### config.mk
export PLATFORM = sky130hd
export DESIGN_NAME = async_fifo_rd_ctrl
export DESIGN_NICKNAME = d
export VERILOG_FILES = /design/src/rtl/fifo_pkg.sv /design/src/rtl/gray_ptr_sync.sv /design/src/rtl/async_fifo_rd_ctrl.sv
export SDC_FILE = /design/constraint.sdc
export NUM_CORES = 1
export LEC_CHECK = 0
export ABC_AREA = 1
export CAP_MARGIN = 20
export CORE_MARGIN = 1.5
export CORE_UTILIZATION = 47
export CTS_CLUSTER_DIAMETER = 150
export CTS_CLUSTER_SIZE = 10
export DETAILED_ROUTE_END_ITERATION = 8
export PLACE_DENSITY = 0.8
export SYNTH_ARGS = -nofsm -noshare
export SYNTH_HDL_FRONTEND = slang
export SYNTH_SLANG_ARGS = --single-unit
### constraint.sdc
create_clock -name R_CLK -period 2.7 [get_ports R_CLK]
set_input_delay 0.54 -clock R_CLK [delete_from_list [all_inputs] [get_ports R_CLK]]
set_output_delay 0.54 -clock R_CLK [all_outputs]
set_load 0.01 [all_outputs]
### src/rtl/fifo_pkg.sv
// Shared constants and Gray-code helpers for the dual-clock FIFO pointer controllers.
package fifo_pkg;

    localparam int ADDR_W_DEF      = 3;
    localparam int SYNC_STAGES_DEF = 2;
    // Helpers run at a fixed wide width; callers zero-extend and truncate to their pointer width.
    localparam int GW = 32;

    function automatic logic [GW-1:0] bin2gray(input logic [GW-1:0] b);
        return b ^ (b >> 1);
    endfunction

    function automatic logic [GW-1:0] gray2bin(input logic [GW-1:0] g);
        logic [GW-1:0] b;
        b[GW-1] = g[GW-1];
        for (int i = GW - 2; i >= 0; i--) begin
            b[i] = b[i+1] ^ g[i];
        end
        return b;
    endfunction

endpackage

### src/rtl/gray_ptr_sync.sv
// Multi-flop synchroniser for a Gray-coded pointer crossing into the local clock domain.
module gray_ptr_sync
    import fifo_pkg::*;
#(
    parameter int W      = ADDR_W_DEF + 1,
    parameter int STAGES = SYNC_STAGES_DEF
) (
    input  logic         clk_i,
    input  logic         rst_ni,
    input  logic [W-1:0] ptr_i,
    output logic [W-1:0] sync_o
);

    logic [W-1:0] stage_q [STAGES];

    // Shift chain; synchronous active-low reset clears every stage.
    always_ff @(posedge clk_i) begin
        if (!rst_ni) begin
            for (int i = 0; i < STAGES; i++) begin
                stage_q[i] <= '0;
            end
        end else begin
            stage_q[0] <= ptr_i;
            for (int i = 1; i < STAGES; i++) begin
                stage_q[i] <= stage_q[i-1];
            end
        end
    end

    assign sync_o = stage_q[STAGES-1];

endmodule

### src/rtl/async_fifo_rd_ctrl.sv
// Read-side pointer/flag controller: read address, Gray read pointer, empty/almost-empty,
// fill level, read-valid strobe and sticky underflow, all in the read clock domain.
module async_fifo_rd_ctrl
    import fifo_pkg::*;
#(
    parameter int ADDR_W      = ADDR_W_DEF,
    parameter int SYNC_STAGES = SYNC_STAGES_DEF
) (
    input  logic              R_CLK,
    input  logic              R_RST,
    input  logic              R_INC,
    input  logic [ADDR_W:0]   G_wptr,
    input  logic [ADDR_W:0]   AE_THRESH,
    input  logic              UF_CLR,
    output logic [ADDR_W:0]   G_rptr,
    output logic [ADDR_W-1:0] R_addr,
    output logic              R_EMPTY,
    output logic              R_AEMPTY,
    output logic [ADDR_W:0]   R_LEVEL,
    output logic              R_VALID,
    output logic              R_UNDERFLOW
);

    localparam int PTR_W = ADDR_W + 1;

    logic [PTR_W-1:0] wsync_nxt_s;
    logic [PTR_W-1:0] rbin_q, rbin_d;
    logic [PTR_W-1:0] grptr_q, grptr_d;
    logic [PTR_W-1:0] level_q, level_d;
    logic             empty_q, empty_d;
    logic             aempty_q, aempty_d;
    logic             valid_q, valid_d;
    logic             uf_q, uf_d;
    logic             pop_s;

    // The flag/level registers below act as the final synchroniser stage: they are computed
    // from the value that stage would capture, so the chain here is one flop shorter.
    gray_ptr_sync #(
        .W      (PTR_W),
        .STAGES (SYNC_STAGES - 1)
    ) u_wptr_sync (
        .clk_i  (R_CLK),
        .rst_ni (R_RST),
        .ptr_i  (G_wptr),
        .sync_o (wsync_nxt_s)
    );

    assign pop_s = R_INC & ~empty_q;

    // Next-state pointer, flags and level from next-state write and read pointers.
    always_comb begin
        rbin_d   = rbin_q;
        uf_d     = uf_q;
        if (pop_s) begin
            rbin_d = rbin_q + PTR_W'(1);
        end else begin
            rbin_d = rbin_q;
        end
        grptr_d  = PTR_W'(bin2gray(GW'(rbin_d)));
        level_d  = PTR_W'(gray2bin(GW'(wsync_nxt_s))) - rbin_d;
        empty_d  = (grptr_d == wsync_nxt_s);
        aempty_d = (level_d <= AE_THRESH);
        valid_d  = pop_s;
        // A new underflow on the same edge as a clear keeps the flag set.
        if (R_INC && empty_q) begin
            uf_d = 1'b1;
        end else if (UF_CLR) begin
            uf_d = 1'b0;
        end else begin
            uf_d = uf_q;
        end
    end

    // State registers with synchronous active-low reset.
    always_ff @(posedge R_CLK) begin
        if (!R_RST) begin
            rbin_q   <= '0;
            grptr_q  <= '0;
            level_q  <= '0;
            empty_q  <= 1'b1;
            aempty_q <= 1'b1;
            valid_q  <= 1'b0;
            uf_q     <= 1'b0;
        end else begin
            rbin_q   <= rbin_d;
            grptr_q  <= grptr_d;
            level_q  <= level_d;
            empty_q  <= empty_d;
            aempty_q <= aempty_d;
            valid_q  <= valid_d;
            uf_q     <= uf_d;
        end
    end

    assign G_rptr      = grptr_q;
    assign R_addr      = rbin_q[ADDR_W-1:0];
    assign R_EMPTY     = empty_q;
    assign R_AEMPTY    = aempty_q;
    assign R_LEVEL     = level_q;
    assign R_VALID     = valid_q;
    assign R_UNDERFLOW = uf_q;

endmodule

After elaboration in Yosys (flattened, before gate mapping)
Memories as Yosys holds them, arrays and structs flattened.
Index checks and enable logic that the tools add are counted.

operators by class
  bitwise operators = 6
  eq/ne operators = 1
  reductions and logical operators = 3
  add/sub/neg operators = 2
  magnitude comparators = 1
  multiplexer cells = 7

operator list
  cell                                         count
  2-to-1 mux 4 bit                             2
  2-to-1 mux 1 bit                             5
  adder 4 x 1 -> 4 bit, second input constant  1
  == test 4 bit                                1
  <= comparator 4 bit                          1
  OR reduction 4 bit                           1
  subtractor 4 bit                             1
  bitwise XOR 4 x 3 -> 4 bit                   1
  bitwise XOR 1 bit                            3
  nonzero test 2 bit                           1
  AND 1 bit                                    1
  logical AND 1 bit                            1
  NOT 1 bit                                    1

word-level totals
  word-level logic and storage cells = 28
  register bits = 16
  bits of input ports = 12
  RAM bits = 4
  memories kept = 1

memories
  name                 depth  bits a word  read ports  clocked after memory_dff  wr ports  line                 text
  u_wptr_sync.stage_q  1      4            1           0                         1         gray_ptr_sync.sv:14  logic [W-1:0] stage_q [STAGES];

Longest topological paths before layout
Gate-level depths: netlist of run 1.

  depth in word-level cells = 5
  depth in mapped cells = 15

By module
From an unflattened synthesis of run 1, not the netlist that was laid out.

second synthesis, totals
  cell total of the unflattened synthesis = 142
  area, all modules = 999.7 µm²

modules (own cells, without submodules)
  module              seq. area each (µm²)  instances  area an instance (µm²)  cells an instance
  async_fifo_rd_ctrl  300.3                 1          889.6                   130
  gray_ptr_sync       80.1                  1          110.1                   12

Worst setup path before layout of run 1
Ideal clock, no wire load.

  path kind = register to register
  start point = reg rbin_q[1]
  end point = reg aempty_q, in the netlist R_AEMPTY
  library setup time = 125 ps
  setup slack = 310 ps
  stages on the path, launching flop included = 15
  arrival = 2265 ps
  path buffers = 0
  cell sequence = dfxtp_1 > ha_1 > nand2_1 > nand3_1 > nand2_2 > ha_1 > nand2_1 > nor2_1 > a211oi_1 > xor2_1 > inv_1 > ha_1 > nand2_1 > o21ai_0 > nand3_1

on the way
  word-level cells in the longest chain between the ends = 4

RTL lines
  what                      line                      text
  start: declaration        async_fifo_rd_ctrl.sv:27  logic [PTR_W-1:0] rbin_q, rbin_d;
  start signal: assignment  async_fifo_rd_ctrl.sv:85  rbin_q <= rbin_d;
  adder 4 x 1 -> 4 bit      async_fifo_rd_ctrl.sv:55  rbin_d = rbin_q + PTR_W'(1);
  2-to-1 mux 4 bit (*)      async_fifo_rd_ctrl.sv:54  if (pop_s) begin
  subtractor 4 bit (*)      async_fifo_rd_ctrl.sv:60  level_d = PTR_W'(gray2bin(GW'(wsync_nxt_s))) - rbin_d;
  named net level_d[3]      async_fifo_rd_ctrl.sv:29  logic [PTR_W-1:0] level_q, level_d;
  <= comparator 4 bit (*)   async_fifo_rd_ctrl.sv:62  aempty_d = (level_d <= AE_THRESH);
  end signal: assignment    async_fifo_rd_ctrl.sv:89  aempty_q <= aempty_d;
  end: declaration          async_fifo_rd_ctrl.sv:31  logic aempty_q, aempty_d;

The timed path passes the listed nets; every way through them passes the cells marked *.
A chain may end at the register's enable or synchronous reset.

==> run summary, run 1 <==
syn nets - 162
Initial Util - 51.1%
HP Class - reg -> reg
vias in the first global route - 929
Port Buf Inserts - 26
internal power - 0.534 mW
placed wire-length estimate - 1780 um
Flop pwr share - 41.7%
layout cells sized above 1 - 15.8%
Setup CP Type - reg -> reg
slowest CP cell - dfxtp_1
synthesized area - 1020 um^2
largest net degree at the start of global routing - 14
gr ovfl total - 0
Hold Path Stages - 2
maximum cell stage delay along the critical path - 420 ps
Routed Antenna Nets - 0
Cell Rows - 16
worst-case reg-to-reg path depth - 11
Die Wd - 49.6 um
combinational share of power - 40.6%
CTS H-tree lvls - 1
synth top area cells - dfxtp_1 (37%), nand2_1 (14%), ha_1 (9.8%), inv_1 (8.8%), nand3_1 (4.9%)
GRT Total Usage - 19.4%
Routed WL - 2190 um
Yosys cell types - 20
Clock transition at path regs - 110 ps
via count - 971
final setup fails - 0
Tcrit/Tclk final - 94.3%
maximum clock rate - 0.393 GHz
num ports - 27
Hold Buf Count CTS - 0
Crit Path Max Fanout - 3
final hold violations - 0
final worst setup slack - 153 ps
status - finished clean
CTS Buf Count - 3
Initial DRC Count - 18
Period minus WS final - 2550 ps
Clock Skews - 4.03 ps
flops & latches, synth - 19
Area Overhead vs Synth - 38.4%
hold path startpoint - R_UNDERFLOW
Worst EP required - 2890 ps
area share of the largest cell type after synthesis - 37.2%
worst slack at placement - -345 ps
chip height - 49.6 um
diodes inserted - 0
Max VDD drop - 0.000427 V
CP delay by family, top - adder cells
# Max-Cap Violations - 0
CTS tree - done
Seq/Total Area, Yosys - 37.2%
Final Util - 70.7%
maximum clock path buffer count - 2
Worst setup EP type - flip-flop
Layout fillers - 168
Worst R2R Start - u_wptr_sync.stage_q[0][3]
DIE AREA - 2460 um^2
Sw Ratio - 33.2%
worst reg-to-reg setup slack - 150 ps
wire per inst - 10.7 um
static leakage - 0.706 nW
Avg Inst Size Synth - 7.25 um^2
Slew @ Worst Pin - 407 ps
setup_tns - 0 ps
initial antenna violation count - 0
Via density - 4.76
worst reg2reg endpoint - R_AEMPTY
Pwr Density - 565 nW/um^2
core area - 2000 um^2
fin nets - 199
later-pin clock latency in the skew report - 300 ps
fin cells - 204
clock share of power - 17.8%
startpoint types - flip-flop
Relative slew margins - 72.8%
critical path, cell by cell - xor2_2 > xor2_1 > xor2_1 > ha_1 > fa_1 > or2_2 > nand2_1 > ha_1 > nand2_1 > o21ai_0 > nand3_1
GP Congestion - 0.781
CTS sink count - 19
Worst path depth - 11
1st-pass router iterations - 4
Worst Hold Path EP - R_UNDERFLOW
dominant cell type by area after synthesis - dfxtp_1
yosys warns - 0
Root Buffer - clkbuf_4
Syn Inst Count - 141
Tot Pwr - 0.800 mW
Sw Pwr - 0.266 mW
max-slew violation count - 0
DRC Markers - 0
Cell Count Post-Placement - 200
first-pass GRT wire length - 3710 um
WP buf/inv - 0
Worst EP arrival - 2730 ps
[final cells by class]
cell class / instances / area [um^2] / area share (%)
well taps: 27 / 33.8 / 2.39
multi-input cells: 96 / 562 / 39.7
repair buffers: 33 / 315 / 22.3
inverters: 25 / 93.8 / 6.63
clock inverters: 1 / 5.00 / 0.354
flip-flops and latches: 19 / 383 / 27.1
clock buffers: 3 / 22.5 / 1.59
[registers in the layout, indices dropped and copies added (netlist names)]
name                 flops
R_EMPTY                  1
R_UNDERFLOW              1
G_rptr                   3
u_wptr_sync.stage_q      4
R_LEVEL                  4
R_AEMPTY                 1
R_VALID                  1
rbin_q                   4
[power groups by stage]
stage	Combinational [mW]	Sequential [mW]	Clock [mW]
finish	0.324	0.333	0.142
global route	0.364	0.337	0.161
CTS	0.325	0.332	0.148
detailed placement	0.318	0.339	0
global placement	0.306	0.336	0
floorplan	0.165	0.352	0
[cell usage after synthesis]
library cell / number
dfxtp_1: 19
nand3_2: 1
nand2_2: 6
nand4_1: 2
o21ai_0: 1
nand2_1: 39
nand3b_1: 2
a211oi_1: 1
o21ai_4: 1
nor2_2: 1
inv_2: 1
clkbuf_1: 1
or2_2: 1
inv_1: 24
nor2_1: 11
a21oi_1: 7
xor2_1: 4
nand3_1: 10
ha_1: 8
fa_1: 1
[layer usage]
layer | track usage (%) | part of all wire [%] | up-vias | wire [um]
li1 | - | - | 507 | -
met1 | 22.1 | 43 | 430 | 946
met2 | 36.2 | 51 | 29 | 1120
met3 | 1.82 | 3.9 | 5 | 85
met4 | 8.33 | 1.7 | 0 | 38
met5 | 0 | 0 | - | 0
[cell usage in the layout (no fill, tap or decap), types with 7 or more instances in the layout]
cell type,n
a21oi_1,7
buf_4,7
clkdlybuf4s50_1,25
dfxtp_1,17
ha_1,8
inv_1,24
nand2_1,38
nand2_2,7
nand3_1,10
nor2_1,10
[through the flow]
step | hold WS [ps] | cell area [um^2]
final | 470 | 1420
after global placement | 449 | 1370
after CTS | 475 | 1400
after detailed placement | 460 | 1370
after floorplan | 483 | 1020
after global routing | 515 | 1420
[what timing repair did]
item	4_1_cts	5_1_grt
setup endpoints to repair	1	1
gates resized for setup	1	6
buffers inserted	0	0
pin swaps	1	1
[cells by family after synthesis]
family	count (synthesis)	synth area share [%]
AOI/OAI and AO/OA	10	6.24
xor gates and xnor gates	4	3.43
adders and majority gates	9	11.8
buffers and inverters	26	9.55
DFF	19	37.2
and+or+nand+nor	73	31.8
[worst max path at each step]
stage,startpoint,endpoint,slack [ps]
2_1_floorplan,rbin_q[1],R_AEMPTY,310
3_3_place_gp,R_INC,R_AEMPTY,-220
3_5_place_dp,R_INC,R_AEMPTY,-350
4_1_cts,R_INC,R_AEMPTY,20
5_1_grt,u_wptr_sync.stage_q[0][2],R_AEMPTY,-5
6_report,u_wptr_sync.stage_q[0][3],R_AEMPTY,150
[worst reg2reg max path: stages (launching register included)]
cell and delay (ps):
dfxtp_1 420, xor2_2 190, xor2_1 280, xor2_1 120, ha_1 240, fa_1 390
or2_2 300, nand2_1 70, ha_1 140, nand2_1 50, o21ai_0 160, nand3_1 80
Note: power is estimated with default switching activity, not from simulation.
==> run 2: changes to the inputs <==
--- a/config.mk
+++ b/config.mk
@@ -6,6 +6,7 @@
 export NUM_CORES = 1
 export LEC_CHECK = 0
 export ABC_AREA = 1
+export ABC_CLOCK_PERIOD_IN_PS = 2700
 export CAP_MARGIN = 20
 export CORE_MARGIN = 1.5
 export CORE_UTILIZATION = 47
==> results of run 2 <==
Final layout, timing and power as in run 1 (identical DEF).
==> run 3: changes to the inputs <==
--- a/config.mk
+++ b/config.mk
@@ -13,7 +13,7 @@
 export CTS_CLUSTER_DIAMETER = 150
 export CTS_CLUSTER_SIZE = 10
 export DETAILED_ROUTE_END_ITERATION = 8
-export PLACE_DENSITY = 0.8
+export PLACE_DENSITY = 0.75
 export SYNTH_ARGS = -nofsm -noshare
 export SYNTH_HDL_FRONTEND = slang
 export SYNTH_SLANG_ARGS = --single-unit
==> run 3 against run 2 <==
Sequential power about the same. Clock skew increased by 4.4 ps. Register-to-register slack better by 70 ps. Clock power up 7%. Fmax increased by 2.9%. Hold slack better by 3.2 ps. Sequential share of layout area fell by 0.50 points. Combinational power rose by 6%.
==> run summary, run 3 (same netlist as run 1, synthesis figures left out) <==
unrepaired setup endpoints after global routing - false
Clock transition at path regs - 120 ps (about the same)
status - finished clean
largest net degree at the start of global routing - 14 (unchanged)
Max VDD drop - 0.000357 V (-17%)
wire per inst - 11.1 um (+3.7%)
routed wl met2 - 1130 um (+0.98%)
post-route cell area - 1450 um^2 (+2.6%)
1st-pass router iterations - 4 (unchanged)
initial antenna violation count - 0 (unchanged)
maximum clock rate - 0.404 GHz (+2.9%)
DRC Markers - 0 (unchanged)
setup_tns - 0 ps (unchanged)
CTS H-tree lvls - 1 (unchanged)
Cell Rows - 16 (unchanged)
maximum clock path buffer count - 2 (unchanged)
first-pass GRT wire length - 4060 um (+9.7%)
Routed WL - 2310 um (+5.7%)
DR top layer - met4
fin nets - 203 (+2.0%)
chip height - 49.6 um (unchanged)
WL met1 - 1020 um (+8.1%)
GRT Total Usage - 21.0% (+1.6 points)
CTS sink count - 19 (unchanged)
Worst EP arrival - 2670 ps (-60 ps)
Area Overhead vs Synth - 42.0%
final setup fails - 0 (unchanged)
GP Congestion - 0.839 (+7.4%)
HP Class - reg -> reg
core area - 2000 um^2 (unchanged)
Slew @ Worst Pin - 420 ps (+12.1 ps)
later-pin clock latency in the skew report - 300 ps (about the same)
Layout fillers - 173 (+3.0%)
diodes inserted - 0 (unchanged)
Via density - 5.00 (+5.0%)
Tcrit/Tclk final - 91.7% (-2.6 points)
vias in the first global route - 1034 (+11%)
layout cells sized above 1 - 19.3% (+3.5 points)
met3 wire len - 106 um (+25%)
Clock Skews - 8.40 ps (+4.38 ps)
DIE AREA - 2460 um^2 (unchanged)
worst-case reg-to-reg path depth - 14 (+3)
worst reg2reg endpoint - R_AEMPTY
placed wire-length estimate - 1840 um (+3.8%)
worst reg-to-reg setup slack - 220 ps (+70 ps)
Routed Antenna Nets - 0 (unchanged)
CTS Buf Count - 3 (unchanged)
gr ovfl total - 0 (unchanged)
Die Wd - 49.6 um (unchanged)
Initial DRC Count - 18 (unchanged)
Worst Hold Path EP - R_UNDERFLOW
max-slew violation count - 0 (unchanged)
Initial Util - 51.1% (unchanged)
final hold violations - 0 (unchanged)
static leakage - 0.713 nW (+0.94%)
via count - 1040 (+7.1%)
Worst R2R Start - rbin_q[1]
Period minus WS final - 2480 ps (-71.0 ps)
Tot Pwr - 0.827 mW (+3.4%)
Crit Path Max Fanout - 5 (+2)
Final Util - 72.5% (+1.8 points)
Setup CP Type - reg -> reg
Placed Instance Area - 1390 um^2 (+1.6%)
startpoint types - flip-flop
Pwr Density - 570 nW/um^2 (+0.86%)
CTS tree - done
Hold Path Stages - 2 (unchanged)
highest-count cells in the layout ignoring fill and taps - nand2_1 (39), clkdlybuf4s50_1 (25), inv_1 (24)
Hold WS - 473 ps (+3.15 ps)
Port Buf Inserts - 26 (unchanged)
Critical path origin - rbin_q[1]
# Max-Cap Violations - 0 (unchanged)
num ports - 27 (unchanged)
Worst setup EP type - flip-flop
hold path startpoint - R_UNDERFLOW
commonest non-fill, non-tap cell in the layout - nand2_1
Worst EP required - 2890 ps (about the same)
Root Buffer - clkbuf_4
Relative slew margins - 72.0% (-0.81 points)
==> run 3: worst max-delay path by stage <==
stage,end,slack (ps),depth (start not counted)
global placement,R_AEMPTY,-230,13
floorplan,R_AEMPTY,310,14
detailed placement,R_AEMPTY,-370,15
CTS,R_AEMPTY,60,10
global route,R_AEMPTY,7,14
finish,R_AEMPTY,220,14
==> run 3: power by group <==
part / switching (mW) / internal [mW] / total (mW)
Sequential: 0.0168 / 0.315 / 0.332
Clock: 0.0966 / 0.0552 / 0.152
Combinational: 0.168 / 0.175 / 0.343
==> run 3: area by class of cell <==
| type | count | area, um^2 | area share (%) |
|---|---|---|---|
| multi-input combinational | 96 | 569 | 39.2 |
| sequential | 19 | 385 | 26.6 |
| timing repair buffer | 37 | 342 | 23.5 |
| inverter | 25 | 93.8 | 6.47 |
| tap | 27 | 33.8 | 2.33 |
| clock buffer | 3 | 22.5 | 1.55 |
| clock inverter | 1 | 5.00 | 0.345 |
==> run 3: routing by layer <==
layer  global-route usage, %  vias to the layer above
li1                        -                      512
met1                    22.8                      488
met2                    38.7                       34
met3                    3.33                        6
met4                    10.6                        0
met5                       0                        -
==> run 3: repair_timing <==
action | in CTS | in global routing
setup endpoints to repair | 1 | 1
buffers inserted | 1 | 0
hold buffers | 0 | 0
pin swaps | 1 | 2
gates cloned | 0 | 0
gates resized for setup | 3 | 7
==> run 3: critical path, stage by stage (launching register included) <==
cell	delay [ps]
dfxtp_2	390
ha_2	220
nand2_1	80
nand3_1	100
nand2_2	60
ha_1	350
nand2_1	80
nor2_1	40
a211oi_2	160
xor2_1	200
inv_1	70
ha_1	310
nand2_1	50
o21ai_0	160
nand3_1	80
==> run 3: stage by stage <==
stage                     setup slack [ps]  std cells
after floorplan                        310        141
after global placement                -235        203
after detailed placement              -372        203
after CTS                             61.0        208
after global routing                  7.20        208
final                                  224        208
